## src/rtl/ibr128_pkg.sv

```systemverilog
// Shared constants, FSM state type and padding helper for the IBR128 block packer.
// Padding style depends on IBR128_PKCS7_PAD_EN: PKCS#7 when defined, zero fill otherwise.
package ibr128_pkg;

   localparam int unsigned BLK_W         = 128;
   localparam int unsigned WORD_W        = 32;
   localparam int unsigned WORDS_PER_BLK = 4;
   localparam int unsigned BLK_BYTES     = BLK_W / 8;
   localparam int unsigned BYTES_W       = 5;

   typedef enum logic [1:0] {
      StFill,
      StStall,
      StPadBlk
   } state_e;

   // Keeps the first nbytes bytes (stream order, MSB first) and fills the rest.
   // nbytes == 0 yields a block made entirely of fill bytes.
   function automatic logic [BLK_W-1:0] pad_fill(input logic [BLK_W-1:0]   blk,
                                                 input logic [BYTES_W-1:0] nbytes);
      logic [BLK_W-1:0] res;
      logic [7:0]       pad_byte;
`ifdef IBR128_PKCS7_PAD_EN
      pad_byte = 8'(BLK_BYTES) - {3'b000, nbytes};
`else
      pad_byte = 8'h00;
`endif
      res = blk;
      for (int i = 0; i < int'(BLK_BYTES); i++) begin
         if (i >= int'(nbytes)) begin
            res[BLK_W-1-8*i -: 8] = pad_byte;
         end
      end
      return res;
   endfunction

endpackage

```

## src/rtl/ibr128_pad_fill.sv

```systemverilog
// Combinational padding of a partially filled block; fill style set by IBR128_PKCS7_PAD_EN.
module ibr128_pad_fill
   import ibr128_pkg::*;
(
   input  logic [BLK_W-1:0]   blk_i,
   input  logic [BYTES_W-1:0] nbytes_i,
   output logic [BLK_W-1:0]   padded_o
);

   always_comb begin
      padded_o = pad_fill(blk_i, nbytes_i);
   end

endmodule

```

## src/rtl/ibr128_block_packer.sv

```systemverilog
// Packs a 32-bit word stream into 128-bit blocks with a double-buffered output stage.
// IBR128_PKCS7_PAD_EN selects PKCS#7 padding and the trailing full pad block.
module ibr128_block_packer #(
   parameter int unsigned WORD_W = 32,
   parameter int unsigned BLK_W  = 128,
   parameter int unsigned CNT_W  = 16
) (
   input  logic              Clk,
   input  logic              Rst,
   input  logic              Enable,
   input  logic [WORD_W-1:0] InData,
   input  logic              InValid,
   input  logic              InLast,
   input  logic [1:0]        InLastBytes,
   output logic              InReady,
   output logic [BLK_W-1:0]  BlkData,
   output logic [4:0]        BlkBytes,
   output logic              BlkLast,
   output logic              BlkValid,
   input  logic              BlkReady,
   output logic [CNT_W-1:0]  BlkCount
);

   import ibr128_pkg::*;

   localparam int unsigned IDX_W = $clog2(WORDS_PER_BLK);

`ifdef IBR128_PKCS7_PAD_EN
   localparam logic [BLK_W-1:0] PadBlock = {(BLK_W/8){8'h10}};
`endif

   state_e             state_q, state_d;
   logic [IDX_W-1:0]   idx_q, idx_d;
   logic [BLK_W-1:0]   asm_q, asm_d;
   logic [BYTES_W-1:0] pend_bytes_q, pend_bytes_d;
   logic               pend_last_q, pend_last_d;
   logic               pad_pend_q, pad_pend_d;
   logic               rdy_q, rdy_d;
   logic [BLK_W-1:0]   out_data_q, out_data_d;
   logic [BYTES_W-1:0] out_bytes_q, out_bytes_d;
   logic               out_last_q, out_last_d;
   logic               out_valid_q, out_valid_d;
   logic [CNT_W-1:0]   cnt_q, cnt_d;

   logic               accept, drain, out_free, cplt, pad_need, cplt_last;
   logic [2:0]         last_bytes;
   logic [BYTES_W-1:0] cplt_bytes;
   logic [BLK_W-1:0]   asm_wr, padded;

   assign accept   = InValid & InReady;
   assign drain    = out_valid_q & BlkReady;
   assign out_free = ~out_valid_q | BlkReady;

   always_comb begin
      asm_wr = asm_q;
      for (int w = 0; w < int'(WORDS_PER_BLK); w++) begin
         if (int'(idx_q) == w) begin
            asm_wr[BLK_W-1-WORD_W*w -: WORD_W] = InData;
         end
      end
   end

   // A last word carries 1..4 bytes; the encoding 0 means a full word.
   assign last_bytes = (InLastBytes == 2'd0) ? 3'd4 : {1'b0, InLastBytes};
   assign cplt       = accept & (InLast | (&idx_q));
   assign cplt_bytes = InLast ? ({1'b0, idx_q, 2'b00} + {2'b00, last_bytes}) : 5'd16;

`ifdef IBR128_PKCS7_PAD_EN
   // An exactly-full final block still needs a whole pad block after it.
   assign pad_need = InLast & (cplt_bytes == 5'd16);
`else
   assign pad_need = 1'b0;
`endif
   assign cplt_last = InLast & ~pad_need;

   ibr128_pad_fill u_pad_fill (
      .blk_i    (asm_wr),
      .nbytes_i (cplt_bytes),
      .padded_o (padded)
   );

   always_comb begin
      state_d      = state_q;
      idx_d        = idx_q;
      asm_d        = asm_q;
      pend_bytes_d = pend_bytes_q;
      pend_last_d  = pend_last_q;
      pad_pend_d   = pad_pend_q;
      out_data_d   = out_data_q;
      out_bytes_d  = out_bytes_q;
      out_last_d   = out_last_q;
      out_valid_d  = out_valid_q & ~drain;
      cnt_d        = drain ? cnt_q + 1'b1 : cnt_q;

      unique case (state_q)
         StFill: begin
            if (accept) begin
               if (cplt) begin
                  idx_d = '0;
                  if (out_free) begin
                     out_data_d  = padded;
                     out_bytes_d = cplt_bytes;
                     out_last_d  = cplt_last;
                     out_valid_d = 1'b1;
                     state_d     = pad_need ? StPadBlk : StFill;
                  end else begin
                     // Park the finished block in ASM until OUT frees up.
                     asm_d        = padded;
                     pend_bytes_d = cplt_bytes;
                     pend_last_d  = cplt_last;
                     pad_pend_d   = pad_need;
                     state_d      = StStall;
                  end
               end else begin
                  asm_d = asm_wr;
                  idx_d = idx_q + 1'b1;
               end
            end
         end
         StStall: begin
            if (out_free) begin
               out_data_d  = asm_q;
               out_bytes_d = pend_bytes_q;
               out_last_d  = pend_last_q;
               out_valid_d = 1'b1;
               state_d     = pad_pend_q ? StPadBlk : StFill;
            end
         end
         StPadBlk: begin
`ifdef IBR128_PKCS7_PAD_EN
            if (out_free) begin
               out_data_d  = PadBlock;
               out_bytes_d = '0;
               out_last_d  = 1'b1;
               out_valid_d = 1'b1;
               state_d     = StFill;
            end
`else
            state_d = StFill;
`endif
         end
         default: state_d = StFill;
      endcase

      rdy_d = (state_d == StFill);
   end

   always_ff @(posedge Clk) begin
      if (Rst || !Enable) begin
         state_q      <= StFill;
         idx_q        <= '0;
         asm_q        <= '0;
         pend_bytes_q <= '0;
         pend_last_q  <= 1'b0;
         pad_pend_q   <= 1'b0;
         rdy_q        <= 1'b0;
         out_data_q   <= '0;
         out_bytes_q  <= '0;
         out_last_q   <= 1'b0;
         out_valid_q  <= 1'b0;
         if (Rst) begin
            cnt_q <= '0;
         end
      end else begin
         state_q      <= state_d;
         idx_q        <= idx_d;
         asm_q        <= asm_d;
         pend_bytes_q <= pend_bytes_d;
         pend_last_q  <= pend_last_d;
         pad_pend_q   <= pad_pend_d;
         rdy_q        <= rdy_d;
         out_data_q   <= out_data_d;
         out_bytes_q  <= out_bytes_d;
         out_last_q   <= out_last_d;
         out_valid_q  <= out_valid_d;
         cnt_q        <= cnt_d;
      end
   end

   assign InReady  = rdy_q & Enable;
   assign BlkData  = out_data_q;
   assign BlkBytes = out_bytes_q;
   assign BlkLast  = out_last_q;
   assign BlkValid = out_valid_q;
   assign BlkCount = cnt_q;

endmodule

```

## config.mk

```make
export PLATFORM = sky130hd
export DESIGN_NAME = ibr128_block_packer
export DESIGN_NICKNAME = d
export VERILOG_FILES = /design/src/rtl/ibr128_pkg.sv /design/src/rtl/ibr128_pad_fill.sv /design/src/rtl/ibr128_block_packer.sv
export SDC_FILE = /design/constraint.sdc
export NUM_CORES = 1
export LEC_CHECK = 0
export ABC_AREA = 1
export ABC_CLOCK_PERIOD_IN_PS = 2250
export CORE_MARGIN = 1
export CORE_UTILIZATION = 58
export CTS_BUF_LIST = sky130_fd_sc_hd__clkbuf_8
export DETAILED_ROUTE_END_ITERATION = 16
export PLACE_DENSITY = 0.83
export SETUP_SLACK_MARGIN = 0.4
export SLEW_MARGIN = 25
export SYNTH_ARGS = -nofsm -noshare
export SYNTH_HDL_FRONTEND = slang
export SYNTH_SLANG_ARGS = --single-unit
```

## constraint.sdc

```tcl
create_clock -name Clk -period 2.25 [get_ports Clk]
set_input_delay 0.5625 -clock Clk [delete_from_list [all_inputs] [get_ports Clk]]
set_output_delay 0.5625 -clock Clk [all_outputs]
set_load 0.05 [all_outputs]
```

## Word level (Yosys, flattened, before mapping)

Index checks and enable logic that the tools add are counted.

| operators by class | value |
|---|---|
| add/sub/neg operators | 3 |
| order comparisons | 16 |
| eq/ne operators | 10 |
| muxes and demuxes | 52 |
| bitwise operators | 10 |
| reduce and logical (&&, ||, !) cells | 14 |

Operators by type and width:

| operator | count |
|---|---|
| 128-bit 2-to-1 mux | 6 |
| 128-bit one-hot mux with 2 select lines | 1 |
| 32-bit 2-to-1 mux | 4 |
| 8-bit 2-to-1 mux | 16 |
| 16-bit 2-to-1 mux | 3 |
| 4-bit by 5-bit greater-or-equal comparator with 1-bit output (first input constant) | 8 |
| 5-bit 2-to-1 mux | 5 |
| 3-bit by 5-bit greater-or-equal comparator with 1-bit output (first input constant) | 4 |
| 16-bit by 1-bit adder with 16-bit output (second input constant) | 1 |
| 2-bit != test (second input constant) | 6 |
| 1-bit by 5-bit greater-or-equal comparator with 1-bit output (first input constant) | 2 |
| 2-bit by 5-bit greater-or-equal comparator with 1-bit output (first input constant) | 2 |
| 5-bit one-hot mux with 2 select lines | 1 |
| 2-bit logical NOT | 4 |
| 1-bit 2-to-1 mux | 8 |
| 2-bit 2-to-1 mux | 4 |
| 2-bit AND reduction | 3 |
| 4-bit by 3-bit adder with 5-bit output | 1 |
| 1-bit AND | 5 |
| 5-bit AND reduction | 1 |
| 2-bit by 1-bit == test with 1-bit output (second input constant) | 2 |
| 2-bit == test (second input constant) | 2 |
| 1-bit one-hot mux with 2 select lines | 2 |
| 2-bit one-hot mux with 2 select lines | 1 |
| 9 further kinds | 13 |

| word-level totals | value |
|---|---|
| flip-flop bits (word level) | 290 |
| input port bits | 40 |
| output and inout port bits | 152 |
| word-level logic and storage cells | 116 |

## Logic depth before layout (Yosys ltp)

| depth | value |
|---|---|
| word-level depth | 10 |
| gate-level depth with buffers | 12 |
| gate-level depth less buffers | 11 |

## By module

Synthesis repeated with hierarchy kept, for this count alone.

| second synthesis, totals | value |
|---|---|
| cells, all modules | 3294 |
| area, all modules | 18451.4 sq um |

Modules (own cells, without submodules):

| module | instances | cells each | area each (sq um) | sequential area each (sq um) |
|---|---|---|---|---|
| ibr128_block_packer | 1 | 3001 | 17232.8 | 5965.7 |
| ibr128_pad_fill | 1 | 293 | 1218.7 | 0.0 |

## Worst setup path before layout

OpenSTA, ideal clock, no wires.

| timing | value |
|---|---|
| path type | input -> register |
| from | in InLastBytes[1] |
| to | reg asm_q[16] |
| arrival time | 2014 ps |
| setup slack | 120 ps |
| stages | 10 |
| cells stage by stage | nor2_1 -> ha_1 -> ha_1 -> inv_2 -> nand3_1 -> buf_4 -> nand2_2 -> nand2_2 -> a21oi_1 -> nor2_1 |

| between the ends | value |
|---|---|
| word-level cells in the longest chain between the ends | 8 |

RTL lines:

| element | RTL line | RTL |
|---|---|---|
| start, declared | ibr128_block_packer.sv:14 | `input logic [1:0] InLastBytes,` |
| 2-bit logical NOT | ibr128_block_packer.sv:64 | `assign last_bytes = (InLastBytes == 2'd0) ? 3'd4 : {1'b0, InLastBytes};` |
| 3-bit 2-to-1 mux (*) | ibr128_block_packer.sv:64 |  |
| 4-bit by 3-bit adder with 5-bit output (*) | ibr128_block_packer.sv:66 | `assign cplt_bytes = InLast ? ({1'b0, idx_q, 2'b00} + {2'b00, last_bytes}) : 5'd16;` |
| 5-bit 2-to-1 mux (*) | ibr128_block_packer.sv:66 |  |
| 4-bit by 5-bit greater-or-equal comparator with 1-bit output (*) | ibr128_pkg.sv:30 | `if (i >= int'(nbytes)) begin` |
| 8-bit 2-to-1 mux (*) | ibr128_pkg.sv:30 |  |
| 128-bit 2-to-1 mux (*) | ibr128_block_packer.sv:100 | `if (out_free) begin` |
| 128-bit 2-to-1 mux (*) | ibr128_block_packer.sv:98 | `if (cplt) begin` |
| end signal, assigned | ibr128_block_packer.sv:167 | `asm_q <= asm_d;` |
| end, declared | ibr128_block_packer.sv:34 | `logic [BLK_W-1:0] asm_q, asm_d;` |

Mark *: on every way between the ends. The rest lies on a longest branch, timed or not. The select of a mux whose other input is x is not followed.
A chain may end at the register's enable or synchronous reset.

## Worst setup path in the final report

| timing | value |
|---|---|
| from | reg idx_q[0] |
| to | reg asm_q[46] |

| between the ends | value |
|---|---|
| word-level cells in the longest chain between the ends | 6 |
| elaborated cells on any way between the ends | 13 |

RTL lines:

| element | RTL line | RTL |
|---|---|---|
| start, declared | ibr128_block_packer.sv:33 | `logic [IDX_W-1:0] idx_q, idx_d;` |
| start signal, assigned | ibr128_block_packer.sv:166 | `idx_q <= idx_d;` |
| 4-bit by 3-bit adder with 5-bit output | ibr128_block_packer.sv:66 |  |
| 5-bit 2-to-1 mux | ibr128_block_packer.sv:66 |  |
| 4-bit by 5-bit greater-or-equal comparator with 1-bit output | ibr128_pkg.sv:30 |  |
| 8-bit 2-to-1 mux | ibr128_pkg.sv:30 |  |
| 128-bit 2-to-1 mux | ibr128_block_packer.sv:100 |  |
| 128-bit 2-to-1 mux | ibr128_block_packer.sv:98 |  |

Parallel ways exist; a longest one is shown, timed or not. The select of a mux whose other input is x is not followed.

==> qor.csv <==
metric;value;unit
status;complete, no violations;
syn2layout_area_growth;25.4;%
grt_busiest_layer;met2;
cts.clk_slew.worst_paths;0.07;ns
drv_slew;0;
synth_edf_count;16;
initial_core_util;59.1;%
grt_remaining_overflow;0;
core_region_area;27000;um2
syn_nets;2752;
grt_use_met1;42.0;%
syn_inst;2705;
leakage;11.0;nW
grt_max_degree;65;
min_period_over_period;82.6;%
use_met3;6.62;%
routabilityCongestion;0.944;
criticalPathCategory;reg -> reg;
seq_area_frac_synth;37.5;%
grt_pass1_wl;79.3;mm
hold_class;reg -> reg;
grt_pass1_vias;16300;
placed_cell_area;19100;um2
synthDistinctLibCells;34;
setup_viol;0;
syn_avg_cell_area;5.89;um2
synth_area_leader_cell;dfxtp_1;
crit_path_end_kind;flip-flop;
htree_levels;2;
dieArea;28100;um2
cp-start-kind;flip-flop;
grt_usage;34.7;%
cts_tree;built;
syn_area;15900;um2
timing.slew.headroom;66.3;%
finalHoldViolations;0;
ant_nets;0;
synthFlopType;dfxtp_1;
vdd_ir_drop_max;0.366;mV
clk_latency;0.60;ns
die_y;168;um
antenna_found_initial;1;
r2r_slack;0.39;ns
via_per_inst;5.39;
nets;2997;
ys_seq_elements;290;
die_w;168;um
utilization;74.0;%
drc;0;
clock_path_buffers;3;
arrival;2.31;ns
tightestPinTransition;0.505;ns
grt_util_met2;57.2;%
wirelength;51.4;mm
drive_gt1_share;15.7;%
dr.pass1.iters;6;
fin_skew;0.0309;ns
cp.required;2.70;ns
yosysMostFrequentCell;nand2_1;
hpwl;33.7;mm
fmax;538;MHz
portBuffers;191;
wire_per_inst;15.5;um
vias;17900;
crit_fanout;8;
fp-row-count;60;
yosysTopAreaCellShare;34.5;%
rsz0062_at_grt;true;
cap_violations;0;
root_buffer;clkbuf_8;
clkSinkCount;290;
final_area;20000;um2
fin_crit;1.86;ns
numCtsBuffers;48;
async_flop_share;0;%
synthTopCellsByArea;dfxtp_1 34%, nand2_1 25%, nor2_1 9.0%, inv_1 8.2%, o21ai_0 5.3%;
postCtsHoldBufs;0;
ys_top_cells_by_count;1061 x nand2_1, 381 x nor2_1, 346 x inv_1, 274 x dfxtp_1, 170 x o21ai_0;
yosysWarnings;0;
ios;192;
drt_iter0_drc;2066;
cellPowerDensity;545;nW/um2
[timing repair]
| action | CTS | global route |
|---|---|---|
| resized for setup | 728 | 155 |
| buffers inserted | 3 | 15 |
| cloned | 2 | 5 |
| pin swaps | 6 | 31 |
| setup endpoints to repair | 406 | 246 |
[area by class of cell]
type	instances	area (um2)
Multi-Input combinational cell	1918	8390
Fill cell	2251	6990
Sequential cell	290	5970
Timing Repair Buffer	341	2920
Inverter	351	1340
Clock buffer	58	798
Tap cell	341	427
Clock inverter	20	113
Antenna cell	2	5.00
[worst paths after layout]
path,end,depth (start not counted),from
min reg2reg,pend_last_q,2,pend_last_q
max,asm_q[46],10,idx_q[0]
max reg2reg,asm_q[46],10,idx_q[0]
min,pend_last_q,2,pend_last_q
[where the power goes]
part | switching, mW | total (mW) | internal [mW]
Combinational | 0.694 | 1.06 | 0.371
Sequential | 0.0316 | 5.25 | 5.22
Clock | 2.15 | 4.57 | 2.42
[through the flow]
| stage | setup TNS [ns] | std cells | hold slack [ns] | setup WS (ns) | power, mW |
|---|---|---|---|---|---|
| 4_1_cts | 0 | 3299 | 0.455 | 0.314 | 10.8 |
| 2_1_floorplan | 0 | 2705 | 0.425 | 0.330 | 5.89 |
| 3_5_place_dp | -77.10 | 3216 | 0.444 | -0.477 | 6.35 |
| 5_1_grt | 0 | 3319 | 0.483 | 0.322 | 11.2 |
| 6_report | 0 | 3321 | 0.456 | 0.391 | 10.9 |
| 3_3_place_gp | -68.62 | 3216 | 0.434 | -0.439 | 6.33 |
[registers in the layout (all words and copies together), names as in the netlist]
signal        cells
BlkCount         16
BlkValid          1
BlkLast           1
BlkData         128
asm_q           128
pend_last_q       1
pend_bytes_q      5
idx_q             2
state_q           2
rdy_q             1
BlkBytes          5
[critical path: stages (launching register included)]
cell and delay, ns:
dfxtp_4 0.38, ha_4 0.17, ha_4 0.33, inv_6 0.06
buf_6 0.12, nor2_4 0.15, nand3_4 0.15, nand2_4 0.13
nand2_8 0.09, nand2_2 0.07, a21oi_1 0.05
[cells by family (layout without fill, tap and decap cells)]
logic type	after synthesis	count (layout)	synth area share, %
and+or+nand+nor	1569	1571	38.5
DFF	290	290	37.5
adders and majority gates	7	7	0.550
AOI/OAI and AO/OA	339	339	11.0
other	1	3	0.0236
buffers and inverters	499	770	12.5
[layout by cell type (no fill, tap or decap), types with 6 or more instances in the layout]
master / n
a21oi_1: 147
buf_12: 31
buf_2: 134
buf_4: 101
buf_6: 19
clkbuf_8: 58
clkdlybuf4s50_1: 35
dfxtp_1: 271
edfxtp_1: 16
ha_4: 6
inv_1: 353
inv_2: 6
nand2_1: 1031
nand2_2: 24
nand2_4: 11
nand3_1: 89
nor2_1: 368
nor2_2: 13
nor2_4: 7
nor3_1: 8
o21ai_0: 164
o21ai_1: 6
o21bai_1: 8
[routing by layer]
metal	up-vias	wire, um
li1	8662	-
met5	-	0
met4	0	2980
met2	940	23500
met1	8098	19900
met3	211	5000
Note: power is estimated with default switching activity, not from simulation.
